**src/rtl/neuron_membrane_discharge_if.sv**
```systemverilog
// neuron_membrane_discharge_if: handshake and data bundle for one LIF neuron.
// The master side offers currents and accepts spikes; the slave side is the neuron.
interface neuron_membrane_discharge_if #(
  parameter int WIDTH = 8
);
  logic                    in_valid;
  logic                    in_ready;
  logic signed [WIDTH-1:0] in_current;
  logic signed [WIDTH-1:0] threshold;
  logic                    spike_valid;
  logic                    spike_ready;
  logic signed [WIDTH-1:0] membrane;

  modport master (
    output in_valid,
    output in_current,
    output threshold,
    output spike_ready,
    input  in_ready,
    input  spike_valid,
    input  membrane
  );

  modport slave (
    input  in_valid,
    input  in_current,
    input  threshold,
    input  spike_ready,
    output in_ready,
    output spike_valid,
    output membrane
  );
endinterface

```
**src/rtl/neuron_membrane_discharge.sv**
```systemverilog
// neuron_membrane_discharge: leaky integrate-and-fire membrane with saturating
// integration, optional leak stage and subtractive discharge on spike handshake.
// Optional feature macro: NEURON_MEMBRANE_LEAK_EN (defined = LEAK state present;
// undefined = INTEGRATE decides directly and LEAK_SHIFT is ignored).
// The interface instance must be built with the same WIDTH as this module.
module neuron_membrane_discharge #(
  parameter int WIDTH      = 8,
  parameter int LEAK_SHIFT = 2,
  parameter int REFRACTORY = 2
) (
  input logic                      clk,
  input logic                      reset,
  neuron_membrane_discharge_if.slave bus
);

  localparam logic signed [WIDTH-1:0] SAT_MAX = {1'b0, {(WIDTH-1){1'b1}}};
  localparam logic signed [WIDTH-1:0] SAT_MIN = {1'b1, {(WIDTH-1){1'b0}}};
  localparam int CW        = (REFRACTORY > 1) ? $clog2(REFRACTORY) : 1;
  localparam int REFR_LOAD = (REFRACTORY > 0) ? REFRACTORY - 1 : 0;

  typedef enum logic [2:0] {
    IDLE,
    INTEGRATE,
    LEAK,
    FIRE,
    REFRACT
  } state_t;

  state_t                  state_reg, state_next;
  logic signed [WIDTH-1:0] membrane_reg, membrane_next;
  logic signed [WIDTH-1:0] current_reg, current_next;
  logic signed [WIDTH-1:0] threshold_reg, threshold_next;
  logic [CW-1:0]           count_reg, count_next;
  logic signed [WIDTH-1:0] sum;
`ifdef NEURON_MEMBRANE_LEAK_EN
  logic signed [WIDTH-1:0] leaked;
`endif

  // Two's-complement add that clamps instead of wrapping.
  function automatic logic signed [WIDTH-1:0] sat_add(
    input logic signed [WIDTH-1:0] a,
    input logic signed [WIDTH-1:0] b
  );
    logic signed [WIDTH-1:0] r;
    r = a + b;
    if ((a[WIDTH-1] == b[WIDTH-1]) && (r[WIDTH-1] != a[WIDTH-1]))
      r = a[WIDTH-1] ? SAT_MIN : SAT_MAX;
    return r;
  endfunction

  // Two's-complement subtract that clamps instead of wrapping.
  // Overflow is only possible when the operands have opposite signs.
  function automatic logic signed [WIDTH-1:0] sat_sub(
    input logic signed [WIDTH-1:0] a,
    input logic signed [WIDTH-1:0] b
  );
    logic signed [WIDTH-1:0] r;
    r = a - b;
    if ((a[WIDTH-1] != b[WIDTH-1]) && (r[WIDTH-1] != a[WIDTH-1]))
      r = a[WIDTH-1] ? SAT_MIN : SAT_MAX;
    return r;
  endfunction

  // State and datapath registers; reset drops any pending spike.
  always_ff @(posedge clk) begin
    if (reset) begin
      state_reg     <= IDLE;
      membrane_reg  <= '0;
      current_reg   <= '0;
      threshold_reg <= '0;
      count_reg     <= '0;
    end else begin
      state_reg     <= state_next;
      membrane_reg  <= membrane_next;
      current_reg   <= current_next;
      threshold_reg <= threshold_next;
      count_reg     <= count_next;
    end
  end

  // Next-state and datapath update for the integrate/leak/fire/refractory cycle.
  always_comb begin
    state_next     = state_reg;
    membrane_next  = membrane_reg;
    current_next   = current_reg;
    threshold_next = threshold_reg;
    count_next     = count_reg;
    sum            = sat_add(membrane_reg, current_reg);
`ifdef NEURON_MEMBRANE_LEAK_EN
    leaked         = sat_sub(membrane_reg, membrane_reg >>> LEAK_SHIFT);
`endif

    case (state_reg)
      IDLE: begin
        // Operands are captured only here so later input changes are ignored.
        if (bus.in_valid) begin
          current_next   = bus.in_current;
          threshold_next = bus.threshold;
          state_next     = INTEGRATE;
        end
      end
      INTEGRATE: begin
        membrane_next = sum;
`ifdef NEURON_MEMBRANE_LEAK_EN
        state_next    = LEAK;
`else
        state_next    = (sum >= threshold_reg) ? FIRE : IDLE;
`endif
      end
`ifdef NEURON_MEMBRANE_LEAK_EN
      LEAK: begin
        membrane_next = leaked;
        state_next    = (leaked >= threshold_reg) ? FIRE : IDLE;
      end
`endif
      FIRE: begin
        // Spike is held until accepted; discharge happens on the accept edge.
        if (bus.spike_ready) begin
          membrane_next = sat_sub(membrane_reg, threshold_reg);
          if (REFRACTORY > 0) begin
            state_next = REFRACT;
            count_next = CW'(REFR_LOAD);
          end else begin
            state_next = IDLE;
          end
        end
      end
      REFRACT: begin
        if (count_reg == '0)
          state_next = IDLE;
        else
          count_next = count_reg - CW'(1);
      end
      default: begin
        state_next = IDLE;
      end
    endcase
  end

  assign bus.in_ready    = (state_reg == IDLE);
  assign bus.spike_valid = (state_reg == FIRE);
  assign bus.membrane    = membrane_reg;

endmodule

```
**src/flat_wrapper.sv**
```systemverilog
// flat-port wrapper written by rule: the top's interface ports become plain ports
module neuron_membrane_discharge_flat 
#(
  parameter int WIDTH      = 8,
  parameter int LEAK_SHIFT = 2,
  parameter int REFRACTORY = 2
)
  (clk, reset, bus_in_valid, bus_in_current, bus_threshold, bus_spike_ready, bus_in_ready, bus_spike_valid, bus_membrane);
  neuron_membrane_discharge_if #(.WIDTH(WIDTH)) bus_i ();
  input logic clk;
  input logic reset;
  input wire logic [$bits(bus_i.in_valid)-1:0] bus_in_valid;
  input wire logic [$bits(bus_i.in_current)-1:0] bus_in_current;
  input wire logic [$bits(bus_i.threshold)-1:0] bus_threshold;
  input wire logic [$bits(bus_i.spike_ready)-1:0] bus_spike_ready;
  output wire logic [$bits(bus_i.in_ready)-1:0] bus_in_ready;
  output wire logic [$bits(bus_i.spike_valid)-1:0] bus_spike_valid;
  output wire logic [$bits(bus_i.membrane)-1:0] bus_membrane;
  assign bus_i.in_valid = bus_in_valid;
  assign bus_i.in_current = bus_in_current;
  assign bus_i.threshold = bus_threshold;
  assign bus_i.spike_ready = bus_spike_ready;
  assign bus_in_ready = bus_i.in_ready;
  assign bus_spike_valid = bus_i.spike_valid;
  assign bus_membrane = bus_i.membrane;
  neuron_membrane_discharge #(.WIDTH(WIDTH), .LEAK_SHIFT(LEAK_SHIFT), .REFRACTORY(REFRACTORY)) u_core (.clk(clk), .reset(reset), .bus(bus_i));
endmodule
```
**config.mk**
```make
export PLATFORM = sky130hd
export DESIGN_NAME = neuron_membrane_discharge_flat
export DESIGN_NICKNAME = d
export VERILOG_FILES = /design/src/rtl/neuron_membrane_discharge_if.sv /design/src/rtl/neuron_membrane_discharge.sv /design/src/flat_wrapper.sv
export SDC_FILE = /design/constraint.sdc
export NUM_CORES = 1
export LEC_CHECK = 0
export CAP_MARGIN = 20
export CELL_PAD_IN_SITES_DETAIL_PLACEMENT = 1
export CELL_PAD_IN_SITES_GLOBAL_PLACEMENT = 1
export CORE_ASPECT_RATIO = 1.75
export CORE_MARGIN = 2
export CORE_UTILIZATION = 37
export CTS_CLUSTER_DIAMETER = 30
export DETAILED_ROUTE_END_ITERATION = 10
export MAX_ROUTING_LAYER = met4
export PLACE_DENSITY_LB_ADDON = 0.1
export SLEW_MARGIN = 20
export SYNTH_ARGS = -nofsm -noshare
export SYNTH_HDL_FRONTEND = slang
export SYNTH_SLANG_ARGS = --single-unit
```
**constraint.sdc**
```tcl
create_clock -name clk -period 4.4 [get_ports clk]
set_clock_uncertainty 0.1 [all_clocks]
set_input_delay 0.66 -clock clk [delete_from_list [all_inputs] [get_ports clk]]
set_output_delay 0.66 -clock clk [all_outputs]
set_load 0.01 [all_outputs]
```
==> flow_summary.json, run 1 <==
{
  "worstMarginPinSlew_ns": 0.6299,
  "yosys.cell_types.count": 61,
  "max_freq_mhz": 239.4,
  "layout_setup_ws_ns": 0.2225,
  "synth-async-reset-ratio_pct": 0,
  "portBuffers": 29,
  "tns_ns": 0,
  "synth_nets": 330,
  "syn_area_mm2": 0.002223,
  "first_iter_violations": 78,
  "maxCapViolations": 0,
  "final_cells": 401,
  "num_rows": 37,
  "cp.arrival_ns": 4.28,
  "crit_chain": "ha_4 > and3_1 > a221o_1 > o21a_1 > o21ai_1 > nand2b_1 > fa_1 > nor2b_4 > or3_4 > nor3_2 > nor3_1 > or2_1 > ha_4 > nand4_1 > nor2_1 > o41ai_2 > o211ai_1 > o21a_1",
  "numClockSinks": 28,
  "drc": 0,
  "worst_setup_path_start_kind": "register",
  "gr-total-overflow": 0,
  "dr.pass1.iters": 4,
  "syn_inst": 285,
  "path_clk_slew_ns": 0.11,
  "synthFlopType": "dfxtp_1",
  "ant_nets": 0,
  "clkLatencyLatePin_ns": 0.30,
  "grt_pass1_vias": 2344,
  "wl_per_cell_um": 17.38,
  "cp-end-kind": "register",
  "drive_gt1_share_pct": 15.79,
  "pre_cts_slack_ns": -0.03704,
  "coreArea_mm2": 0.005833,
  "drv_slew": 0,
  "required_ns": 4.51,
  "routed_wl_um": 6971,
  "area_growth_pct": 27.57,
  "vias": 2241,
  "setup_viol": 0,
  "cts_hold_buf": 0,
  "hold_viol_final": 0,
  "final_common_cell": "nand2_1",
  "cts_buffers": 3,
  "slowest_stage": "fa_1",
  "yosysSeqAreaShare_pct": 25.21,
  "cts.path.max_buffers": 2,
  "ios": 30,
  "power_density_mw_per_mm2": 794.0,
  "slew-limit-headroom_pct": 57.91,
  "start_util_pct": 38.12,
  "ys_warn_count": 0,
  "period_share_pct": 94.94,
  "synth_enable_flop_cells": 0,
  "irDropWorstVdd_v": 0.0003816,
  "cts_tree": "yes",
  "grt_antenna_before_repair": 0,
  "grt_pass1_wl_um": 11630,
  "track_usage_pct": 23.12,
  "viasPerCell": 5.589,
  "htree_levels": 1,
  "root_buffer": "clkbuf_8",
  "hold_class": "register to register",
  "hpwl_um": 5630,
  "die_width_um": 62.60,
  "final_cell_mix": "nand2_1 (43), clkdlybuf4s50_1 (29), a21oi_1 (28)",
  "fin_crit_ns": 4.177,
  "placed_cells": 394,
  "n_fill_cell": 754,
  "cp_max_fo": 4,
  "gp_congestion": 0.8710,
  "p_leak_nw": 1.166,
  "status": "completed",
  "dieArea_mm2": 0.006670,
  "ys_ff_latch": 28,
  "critical_path_class": "register to register",
  "grt_max_degree": 28,
  "fin_util_pct": 48.63,
  "syn_area_per_cell_um2": 7.801,
  "insertedDiodeCount": 0,
  "slowest_delay_ns": 0.52,
  "grt_setup_unrepaired": "no",
  "die_h_um": 106.5,
  "final_nets": 369
}
cell usage after synthesis, types with 2 or more instances:
cell      number  area, um^2
a211oi_1       2       15.01
a21o_1         3       22.52
a21oi_1       28       140.1
a221oi_1       3       26.28
a31oi_1        7       43.79
a32oi_1        2       17.52
and2_1         2       12.51
buf_2          2       10.01
clkbuf_1       3       11.26
clkinv_1       2       7.510
dfxtp_1       28       560.5
fa_1           3       60.06
ha_1          22       275.3
inv_1         19       71.32
mux2i_1        3       30.03
nand2_1       43       161.4
nand2b_1       5       31.28
nand3_1        4       20.02
nor2_1        20       75.07
nor2b_1        7       43.79
nor3_1         9       45.04
o211a_1        2       20.02
o211ai_1       3       22.52
o21a_1         8       60.06
o21ai_0       13       65.06
o21ai_2        2       17.52
o21bai_1       3       22.52
o31a_1         2       17.52
o41ai_1        2       17.52
or3_1          2       12.51
area by class of cell:
cell class                      count  area (um^2)  share of cell area (%)
Timing Repair Buffer               43        395.4                   13.94
Sequential cell                    28        569.3                   20.07
Tap cell                           78        97.59                   3.441
Clock inverter                      1        30.03                   1.059
Inverter                           21        78.83                   2.779
Clock buffer                        3        41.29                   1.456
Multi-Input combinational cell    227         1624                   57.26
path summary, 6_finish.rpt:
| path | start | endpoint | slack, ns | cells past startpoint |
|---|---|---|---|---|
| worst max-delay path | u_core.bus.membrane[3] | u_core.state_reg[0] | 0.22 | 18 |
| worst min-delay path | u_core.threshold_reg[6] | u_core.threshold_reg[6] | 0.36 | 2 |
| worst max register to register | u_core.bus.membrane[3] | u_core.state_reg[0] | 0.22 | 18 |
| worst min register to register | u_core.threshold_reg[6] | u_core.threshold_reg[6] | 0.36 | 2 |
cell families (layout without fill, tap and decap cells):
| logic type | Yosys count | count (layout) | synth area share [%] |
|---|---|---|---|
| AO/OA/AOI/OAI | 97 | 97 | 30.61 |
| XOR/XNOR | 2 | 2 | 0.7880 |
| adder cells (fa/ha/maj) | 25 | 25 | 15.08 |
| buffers and inverters | 30 | 68 | 6.246 |
| flip-flops | 28 | 28 | 25.21 |
| multiplexers | 3 | 3 | 1.351 |
| AND/OR/NAND/NOR | 100 | 100 | 20.71 |
metal layers:
metal  up-vias  GRT usage (%)  part of all wire (%)
li1       1100              -                     -
met1      1096          23.27                    38
met2        31          43.93                    57
met3        14          2.434                   1.6
met4         0          10.79                   3.3
met5         -              -                     0
worst max-delay path: cells and delay by family (launching register included):
kind	cells	cell delay (ns)
fa+ha+maj	3	0.99
compound gates	6	1.25
simple gates	9	1.37
flops	1	0.36
per-stage QoR:
step	power, mW	hold slack (ns)	area, um^2
6_report	2.252	0.3617	2836
5_1_grt	2.461	0.3843	2836
4_1_cts	2.163	0.3656	2724
3_5_place_dp	1.914	0.3493	2634
3_3_place_gp	1.879	0.3417	2634
2_1_floorplan	1.425	0.3363	2223
report_power, final:
group | total, mW | switching, mW | internal, mW
Clock | 0.221 | 0.0982 | 0.123
Combinational | 1.62 | 0.886 | 0.732
Sequential | 0.413 | 0.0876 | 0.326
timing repair:
| item | in CTS | in global routing |
|---|---|---|
| setup buffers | 1 | 2 |
| pin swaps | 1 | 9 |
| endpoints found under the hold margin | 0 | 0 |
| endpoints found under the setup margin | 2 | 2 |
| resized for setup | 3 | 20 |
Note: power is estimated with default switching activity, not from simulation.
==> run 2: changes to the inputs <==
--- a/config.mk
+++ b/config.mk
@@ -13,7 +13,6 @@
 export CORE_UTILIZATION = 37
 export CTS_CLUSTER_DIAMETER = 30
 export DETAILED_ROUTE_END_ITERATION = 10
-export MAX_ROUTING_LAYER = met4
 export PLACE_DENSITY_LB_ADDON = 0.1
 export SLEW_MARGIN = 20
 export SYNTH_ARGS = -nofsm -noshare
==> flow_summary.json, run 2 (synthesis results as in run 1) <==
{
  "fin_crit_ns": 4.255,
  "cp-end-kind": "register",
  "wl_per_cell_um": 17.19,
  "grt_pass1_wl_um": 11390,
  "cp_max_fo": 4,
  "period_share_pct": 96.70,
  "dr.pass1.iters": 4,
  "num_rows": 37,
  "grt_pass1_vias": 2310,
  "cp.arrival_ns": 4.35,
  "gr-total-overflow": 0,
  "cts.path.max_buffers": 2,
  "placed_cells": 394,
  "critical_path_class": "register to register",
  "insertedDiodeCount": 0,
  "power.total_mw": 2.257,
  "hold-path-endpoint": "u_core.threshold_reg[6]",
  "p_leak_nw": 1.176,
  "reg2reg_slack_ns": 0.15,
  "portBuffers": 29,
  "irDropWorstVdd_v": 0.0003492,
  "grt_max_degree": 28,
  "dieArea_mm2": 0.006670,
  "status": "completed",
  "final_cells": 402,
  "ant_nets": 0,
  "r2r_cells": 18,
  "max_freq_mhz": 235.0,
  "hold_viol_final": 0,
  "vias": 2213,
  "slew-limit-headroom_pct": 58.51,
  "track_usage_pct": 21.91,
  "drive_gt1_share_pct": 15.43,
  "final_common_cell": "nand2_1",
  "gp_congestion": 0.8568,
  "drc": 0,
  "cts_tree": "yes",
  "grt_antenna_before_repair": 0,
  "worst_setup_path_start_kind": "register",
  "hold_depth": 2,
  "hpwl_um": 5500,
  "path_clk_slew_ns": 0.11,
  "clkPwrFrac_pct": 9.5,
  "setup_viol": 0,
  "die_h_um": 106.5,
  "hp-start": "u_core.threshold_reg[6]",
  "viasPerCell": 5.505,
  "clkLatencyLatePin_ns": 0.29,
  "p_int_mw": 1.192,
  "r2r-start": "u_core.bus.membrane[3]",
  "coreArea_mm2": 0.005833,
  "numClockSinks": 28,
  "swShare_pct": 47.18,
  "die_width_um": 62.60,
  "root_buffer": "clkbuf_8",
  "hold_class": "register to register",
  "combPwrFrac_pct": 72.4,
  "first_iter_violations": 75,
  "htree_levels": 1,
  "power_density_mw_per_mm2": 789.4,
  "cts_buffers": 3,
  "ios": 30,
  "r2r_end": "u_core.state_reg[0]",
  "worstMarginPinSlew_ns": 0.6208,
  "maxCapViolations": 0,
  "switchingPower_mw": 1.065,
  "required_ns": 4.50,
  "drv_slew": 0,
  "final_nets": 370,
  "area_growth_pct": 28.59,
  "cts_hold_buf": 0,
  "routed_wl_um": 6909,
  "start_util_pct": 38.12,
  "seqPwrFrac_pct": 18.1,
  "final_cell_mix": "nand2_1 (43), clkdlybuf4s50_1 (29), a21oi_1 (28)"
}
run 2: cell types whose count changed in the layout (fill, tap and decap cells not counted), moves of 2 or more:
cell and delta:
o21ai_1 +2, nand2b_1 -2, dfxtp_2 -5, dfxtp_1 +5
run 2: what timing repair did:
action	4_1_cts	5_1_grt
pin swaps	2	11
endpoints found under the setup margin	2	2
buffers inserted	0	4
gates cloned	0	0
resized for setup	1	22
run 2: per-stage QoR:
| step | cell area, um^2 | utilization, % | hold WS, ns | TNS (ns) | setup slack [ns] |
|---|---|---|---|---|---|
| after floorplan | 2223 | - | 0.3363 | 0 | 0.2307 |
| after global placement | 2634 | 45.15 | 0.3418 | 0 | 0.08894 |
| after detailed placement | 2634 | 45.15 | 0.3468 | -0.09854 | -0.05007 |
| after CTS | 2713 | 46.50 | 0.3636 | 0 | 0.006994 |
| after global routing | 2859 | 49.01 | 0.3761 | -0.02596 | -0.02259 |
| final | 2859 | 49.01 | 0.3595 | 0 | 0.1452 |
run 2: worst max-delay path by stage:
| stage | to | start |
|---|---|---|
| floorplan | u_core.state_reg[0] | u_core.bus.membrane[3] |
| global placement | u_core.state_reg[0] | u_core.bus.membrane[3] |
| detailed placement | u_core.state_reg[1] | u_core.bus.membrane[3] |
| CTS | u_core.state_reg[1] | u_core.current_reg[1] |
| global route | u_core.state_reg[0] | u_core.bus.membrane[0] |
| finish | u_core.state_reg[0] | u_core.bus.membrane[3] |
run 2: cell type report:
| cell class | instances | area, um^2 |
|---|---|---|
| Fill cell | 751 | 2974 |
| Multi-Input combinational cell | 227 | 1645 |
| Sequential cell | 28 | 563.0 |
| Timing Repair Buffer | 44 | 402.9 |
| Tap cell | 78 | 97.59 |
| Inverter | 21 | 78.83 |
| Clock buffer | 3 | 41.29 |
| Clock inverter | 1 | 30.03 |
run 2: critical path, stage by stage, from the launching register on:
cell	delay [ns]
dfxtp_1	0.39
ha_4	0.23
and3_1	0.18
a221o_1	0.37
o21a_1	0.22
o21ai_1	0.12
nand2b_1	0.10
fa_2	0.53
nor2b_4	0.16
or3_4	0.34
nor3_2	0.18
nor3_1	0.07
or2_1	0.25
ha_4	0.23
nand4_1	0.07
nor2_1	0.07
o41ai_2	0.21
o211ai_1	0.16
o21a_1	0.19
run 2: routing by layer:
layer	GRT usage [%]	routed length, um	vias to the layer above
met5	0	0	-
met4	9.683	141	0
met3	1.587	88	9
met2	43.09	4009	27
met1	23.20	2670	1075
li1	-	-	1102
run 2: power by group through the flow:
stage          clock network [mW]  registers, mW  logic (mW)
5_1_grt                     0.232          0.420        1.84
4_1_cts                     0.226          0.396        1.52
6_report                    0.215          0.408        1.63
3_5_place_dp                    0          0.402        1.51
2_1_floorplan                   0          0.386        1.04
3_3_place_gp                    0          0.399        1.48
